`config.mk`:
```
export PLATFORM = sky130hd
export DESIGN_NAME = ship_sprite_rom
export DESIGN_NICKNAME = d
export VERILOG_FILES = /design/src/rtl/ship_pkg.sv /design/src/rtl/ship_line_rom.sv /design/src/rtl/ship_sprite_rom.sv
export SDC_FILE = /design/constraint.sdc
export NUM_CORES = 1
export LEC_CHECK = 0
export ABC_CLOCK_PERIOD_IN_PS = 3000
export BUFFER_PORTS_ARGS = -buffer_cell sky130_fd_sc_hd__buf_4
export CAP_MARGIN = 40
export CORE_AREA = 4 4 106 83
export DETAILED_ROUTE_END_ITERATION = 16
export DIE_AREA = 0 0 110 87
export GPL_ROUTABILITY_DRIVEN = 1
export PLACE_DENSITY = 0.78
export SLEW_MARGIN = 20
export SYNTH_ARGS = -nofsm -noshare
export SYNTH_HDL_FRONTEND = slang
export SYNTH_SLANG_ARGS = --single-unit
export TNS_END_PERCENT = 30
```
`constraint.sdc`:
```
create_clock -name clk -period 3 [get_ports clk]
set_input_delay 0.6 -clock clk [delete_from_list [all_inputs] [get_ports clk]]
set_output_delay 0.6 -clock clk [all_outputs]
set_load 0.01 [all_outputs]
```
`src/rtl/ship_pkg.sv`:
```
// Shared definitions for the ship sprite line source: default geometry, FSM state type and ROM image.
// No logic, so no latency.
// No handshake lives here; the package is only imported by the ROM and the top level.
package ship_pkg;

  localparam int SHIP_PIXEL_W = 48;
  localparam int SHIP_LINE_H  = 24;
  localparam int SHIP_N_SHIPS = 4;

  typedef enum logic [1:0] {
    IDLE,
    READ,
    SCAN,
    OUT
  } ship_rom_state_t;

  // Bitmap image. Bit SHIP_PIXEL_W-1 is the leftmost pixel. Rows outside each hull are blank.
  function automatic logic [SHIP_PIXEL_W-1:0] get_ship_line(input int ship, input int row);
    logic [SHIP_PIXEL_W-1:0] line;
    line = '0;
    case (ship)
      0: if (row >= 3 && row <= 20) line = 48'h000111111000;
      1: if (row >= 4 && row <= 19) line = 48'h00FFFFFFFF00;
      2: if (row >= 1 && row <= 10) line = 48'h0F0F0F0F0F0F;
      3: if (row >= 6 && row <= 17) line = 48'h3FFFFFFFFFFC;
      default: line = '0;
    endcase
    return line;
  endfunction

endpackage

```
`src/rtl/ship_line_rom.sv`:
```
// Sprite row storage, addressed as ship_type*LINE_H + row.
// Latency is 1 cycle (registered read). An address past the last stored row reads as 0.
// There is no backpressure: a new address can be presented every cycle.
module ship_line_rom
  import ship_pkg::*;
#(
  parameter int PIXEL_W = SHIP_PIXEL_W,
  parameter int LINE_H  = SHIP_LINE_H,
  parameter int N_SHIPS = SHIP_N_SHIPS,
  parameter int ADDR_W  = $clog2(N_SHIPS * LINE_H)
) (
  input  logic               i_clk,
  input  logic [ADDR_W-1:0]  i_addr,
  output logic [PIXEL_W-1:0] o_data
);

  logic [PIXEL_W-1:0] w_data;

  // Address decode against the unrolled image; anything not matched stays 0.
  always_comb begin
    w_data = '0;
    for (int t = 0; t < N_SHIPS; t++) begin
      for (int r = 0; r < LINE_H; r++) begin
        if (i_addr == ADDR_W'(t * LINE_H + r)) begin
          w_data = PIXEL_W'(get_ship_line(t, r));
        end
      end
    end
  end

  // Registered read port.
  always_ff @(posedge i_clk) begin
    o_data <= w_data;
  end

endmodule

```
`src/rtl/ship_sprite_rom.sv`:
```
// Sprite line source: returns a ship row, or a column assembled from all rows. Either result can be mirrored.
// Latency: valid comes 2 cycles after the request for a row, and LINE_H+2 cycles after it for a column.
// Backpressure: busy is high while a request is in flight. A req seen while busy is dropped, not queued.
module ship_sprite_rom
  import ship_pkg::*;
#(
  parameter int PIXEL_W = SHIP_PIXEL_W,
  parameter int LINE_H  = SHIP_LINE_H,
  parameter int N_SHIPS = SHIP_N_SHIPS,
  parameter int IDX_W   = $clog2(PIXEL_W),
  parameter int TYPE_W  = (N_SHIPS > 1) ? $clog2(N_SHIPS) : 1
) (
  input  logic               clk,
  input  logic               rst,
  input  logic               req,
  input  logic [TYPE_W-1:0]  ship_type,
  input  logic [IDX_W-1:0]   line_idx,
  input  logic               rotate,
  input  logic               mirror,
  output logic               busy,
  output logic               valid,
  output logic [PIXEL_W-1:0] line_pixels_out
);

  localparam int CNT_W  = $clog2(LINE_H + 1);
  localparam int ADDR_W = $clog2(N_SHIPS * LINE_H);

  ship_rom_state_t    r_state;
  logic [TYPE_W-1:0]  r_type;
  logic [IDX_W-1:0]   r_idx;
  logic               r_mirror;
  logic               r_zero;
  logic [CNT_W-1:0]   r_cnt;
  logic [LINE_H-2:0]  r_col;

  logic [ADDR_W-1:0]  w_addr;
  logic [PIXEL_W-1:0] w_rom_q;
  logic [PIXEL_W-1:0] w_rom_rev;
  logic               w_bit;
  logic               w_type_oor;
  logic [LINE_H-1:0]  w_col_next;
  logic [LINE_H-1:0]  w_col_rev;
  logic [PIXEL_W-1:0] w_col_fwd;
  logic [PIXEL_W-1:0] w_col_mir;

  // In IDLE the ROM is addressed straight from the request inputs. The row is then ready in READ.
  // During SCAN the ROM walks rows from the counter instead.
  always_comb begin
    w_type_oor = (32'(ship_type) >= N_SHIPS);
    if (r_state == IDLE) begin
      w_addr = ADDR_W'(32'(ship_type) * LINE_H + 32'(line_idx));
    end else begin
      w_addr = ADDR_W'(32'(r_type) * LINE_H + 32'(r_cnt));
    end
  end

  ship_line_rom #(
    .PIXEL_W (PIXEL_W),
    .LINE_H  (LINE_H),
    .N_SHIPS (N_SHIPS),
    .ADDR_W  (ADDR_W)
  ) u_rom (
    .i_clk  (clk),
    .i_addr (w_addr),
    .o_data (w_rom_q)
  );

  // Bit reversal for mirroring, column bit pick, and placement of the column in the result.
  // With w_rom_rev[i] = w_rom_q[PIXEL_W-1-i], the column pick reduces to a plain index.
  always_comb begin
    w_rom_rev = '0;
    for (int i = 0; i < PIXEL_W; i++) begin
      w_rom_rev[i] = w_rom_q[PIXEL_W-1-i];
    end
    w_bit      = w_rom_rev[r_idx];
    w_col_next = {r_col, w_bit};
    w_col_rev  = '0;
    for (int i = 0; i < LINE_H; i++) begin
      w_col_rev[i] = w_col_next[LINE_H-1-i];
    end
    w_col_fwd = PIXEL_W'(w_col_next) << (PIXEL_W - LINE_H);
    w_col_mir = PIXEL_W'(w_col_rev) << (PIXEL_W - LINE_H);
  end

  // Request FSM. It holds the sampled request, counts rows during a column scan,
  // and registers the result together with a single-cycle valid.
  always_ff @(posedge clk) begin
    if (rst) begin
      r_state         <= IDLE;
      r_type          <= '0;
      r_idx           <= '0;
      r_mirror        <= 1'b0;
      r_zero          <= 1'b0;
      r_cnt           <= '0;
      r_col           <= '0;
      busy            <= 1'b0;
      valid           <= 1'b0;
      line_pixels_out <= '0;
    end else begin
      valid <= 1'b0;
      case (r_state)
        IDLE: begin
          if (req) begin
            busy     <= 1'b1;
            r_type   <= ship_type;
            r_idx    <= line_idx;
            r_mirror <= mirror;
            r_cnt    <= '0;
            r_col    <= '0;
            if (rotate) begin
              r_state <= SCAN;
              r_zero  <= w_type_oor || (32'(line_idx) >= PIXEL_W);
            end else begin
              r_state <= READ;
              r_zero  <= w_type_oor || (32'(line_idx) >= LINE_H);
            end
          end
        end
        READ: begin
          line_pixels_out <= r_zero ? '0 : (r_mirror ? w_rom_rev : w_rom_q);
          valid           <= 1'b1;
          r_state         <= OUT;
        end
        SCAN: begin
          // ROM data lags the counter by one cycle, so row r_cnt-1 is captured here.
          if (r_cnt != CNT_W'(LINE_H)) begin
            r_cnt <= r_cnt + 1'b1;
          end
          if (r_cnt != '0) begin
            r_col <= w_col_next[LINE_H-2:0];
          end
          if (r_cnt == CNT_W'(LINE_H)) begin
            line_pixels_out <= r_zero ? '0 : (r_mirror ? w_col_mir : w_col_fwd);
            valid           <= 1'b1;
            r_state         <= OUT;
          end
        end
        OUT: begin
          busy    <= 1'b0;
          r_state <= IDLE;
        end
        default: r_state <= IDLE;
      endcase
    end
  end

endmodule

```
==> flow_summary.toml <==
[run_status]
status = "finished, final reports clean"

[flow_run]
maxCapViolCount = 0

[logic_synthesis]
synth_edf_count = 0
synth-seq-cells = 82
synth_flop_cell = "dfxtp_1"
ys_seq_area_share_pct = 38.25
yosysTopAreaCell = "dfxtp_1"
synth.area.top_cells = "dfxtp_1 38%, a21oi_1 9.1%, mux2_2 7.6%"
syn-num-nets = 552
syn-cell-area_mm2 = 0.004292
yosys_warnings = 0
ys_top_cells_by_count = "82 x dfxtp_1, 81 x nand2_1, 78 x a21oi_1"
avgSynthCellArea_um2 = 8.221
yosys.area.top_type_share_pct = 38.25
synth_cell_type_count = 57
syn_inst = 522
yosysMostFrequentCell = "dfxtp_1"
async_flop_share_pct = 0

[route]
drt_pass1_iterations = 5
wl_um = 10580
num_vias = 3856
ant_nets = 0
avgViaCountPerCell = 5.730
drt_iter0_drc = 305
wl_per_cell_um = 15.71
remaining_drc_errors = 0

[floorplan]
pin_count = 63
dieArea_mm2 = 0.009570
start_util_pct = 55.43
core-area_mm2 = 0.007742
die_w_um = 110
fp-row-count = 28
die_h_um = 87

[setup_path]
critPathCaptureType = "flop"
rr_worst_depth = 9
crit_arrival_ns = 2.75
r2r_slack_ns = 0.55
worstPathMaxFanout = 7
worstReg2RegEnd = "u_rom.o_data[43]"
worstReg2RegStart = "r_type[0]"
cp.required_ns = 3.30
crit_type = "reg2reg"
critPathLaunchType = "flop"

[grt]
grt.overflow.total = 0
grt_usage_pct = 22.70
grt_first_pass_wirelength_um = 17240
grt_pass1_vias = 3648
antenna_found_initial = 0
grt_max_degree = 44

[sta]
relSlewSlack_pct = 43.55
final_max_slew_viol_count = 0
finalSetupTns_ns = 0
finalHoldViolCount = 0
fin_crit_sh_pct = 81.72
finalSetupViolCount = 0
rsz0062_at_grt = "no"
min_period_ns = 2.452
skew_ns = 0.01198
worstMarginPinSlew_ns = 0.8459
fmax_mhz = 407.9

[worst_hold_path]
min_path_type = "reg2reg"
hold-path-endpoint = "line_pixels_out[32]"
min_from = "line_pixels_out[32]"
holdPathStages = 2

[clock_tree]
clockBufferDepth = 2
cts-root-buf = "clkbuf_8"
cts_made_buffers = 9
cts.clk_slew.worst_paths_ns = 0.09
cts_setup_buffers = 0
clock_latency_ns = 0.36
cts_resized = 0
cts_tree = "yes"
cts_sinks = 82
cts_max_level = 3
cts-hold-fix-buffers = 0

[power]
power_mw = 4.409
p_leak_nw = 2.067
power.density_mw_per_mm2 = 887.0
ir_drop_v = 0.0005277

[finish]
fin_util_pct = 64.20
syn_to_final_growth_pct = 15.83
drive_gt1_share_pct = 22.89
layout.nets = 593
diodes = 0

[place]
numPortBuffers = 62
finalWeightedCongestion = 0.8695
hpwl_um = 7571
-- worst max path at each step --
stage | end | depth (start not counted) | startpoint | slack, ns
after global routing | u_rom.o_data[43] | 9 | r_type[0] | 0.40
final | u_rom.o_data[43] | 9 | r_type[0] | 0.55
after floorplan | u_rom.o_data[32] | 9 | ship_type[0] | 0.46
after detailed placement | u_rom.o_data[43] | 10 | ship_type[0] | 0.24
after CTS | r_col[3] | 6 | r_state[0] | 0.29
after global placement | u_rom.o_data[32] | 10 | ship_type[0] | 0.34
-- registers in the layout, indices dropped and copies added, names as in the netlist --
signal	flops
r_state	2
r_cnt	5
u_rom.o_data	7
r_idx	6
r_mirror	1
busy	1
valid	1
r_col	23
r_zero	1
r_type	2
line_pixels_out	33
-- where the power goes --
part | internal, mW | switching, mW
logic | 0.866 | 1.19
registers | 1.31 | 0.196
clock network | 0.416 | 0.434
-- area by class of cell --
class / count / area (um2)
clock buffers: 10 / 137.6
inverters: 14 / 52.55
repair buffers: 76 / 581.8
flip-flops and latches: 82 / 1642
clock inverters: 6 / 72.57
multi-input cells: 380 / 2354
fillers: 653 / 2771
well taps: 105 / 131.4
-- worst max-delay path, stage by stage (launching register included) --
cell,delay [ns]
dfxtp_1,0.39
inv_1,0.07
ha_1,0.28
inv_1,0.07
fa_1,0.53
mux2i_1,0.09
buf_4,0.16
o22ai_1,0.22
nor3b_1,0.42
a31o_2,0.17
-- metrics by stage --
stage	hold slack (ns)	worst slack [ns]	area, um2	cells
finish	0.4648	0.5483	4971	673
global route	0.4887	0.4049	4971	673
CTS	0.4637	0.2890	4945	671
detailed placement	0.4497	0.2405	4735	655
global placement	0.4418	0.3435	4727	654
floorplan	0.4445	0.4610	4292	522
-- layout by cell type, fill, tap and decap left out, types with 4 or more instances in the layout --
cell type and count:
mux2_2 29, dfxtp_1 82, ha_1 15, mux2i_1 10, a211oi_1 4, clkbuf_8 10, buf_4 74, and3_1 4
a21oi_1 78, nand3_1 27, nor2_1 31, inv_1 13, nand2b_1 8, nand2_1 81, o21ai_0 37
-- logic make-up (layout without fill, tap and decap cells) --
group / after synthesis / count (layout) / synth area share (%)
AOI/OAI and AO/OA: 145 / 145 / 19.07
xor gates and xnor gates: 5 / 5 / 1.021
muxes: 41 / 41 / 10.99
buffers and inverters: 60 / 106 / 7.026
and+or+nand+nor: 172 / 172 / 18.34
DFF: 82 / 82 / 38.25
adders and majority gates: 17 / 17 / 5.306
-- layer usage --
layer / vias to the layer above / global-route usage (%) / routed length [um] / part of all wire [%]
met5: - / 0 / 0 / 0
met4: 0 / 8.834 / 153 / 1.4
met3: 14 / 4.299 / 414 / 3.9
met2: 87 / 34.97 / 4988 / 47
met1: 1858 / 31.43 / 5020 / 47
li1: 1897 / - / - / -
No activity file was read; power rests on OpenSTA's default activity.
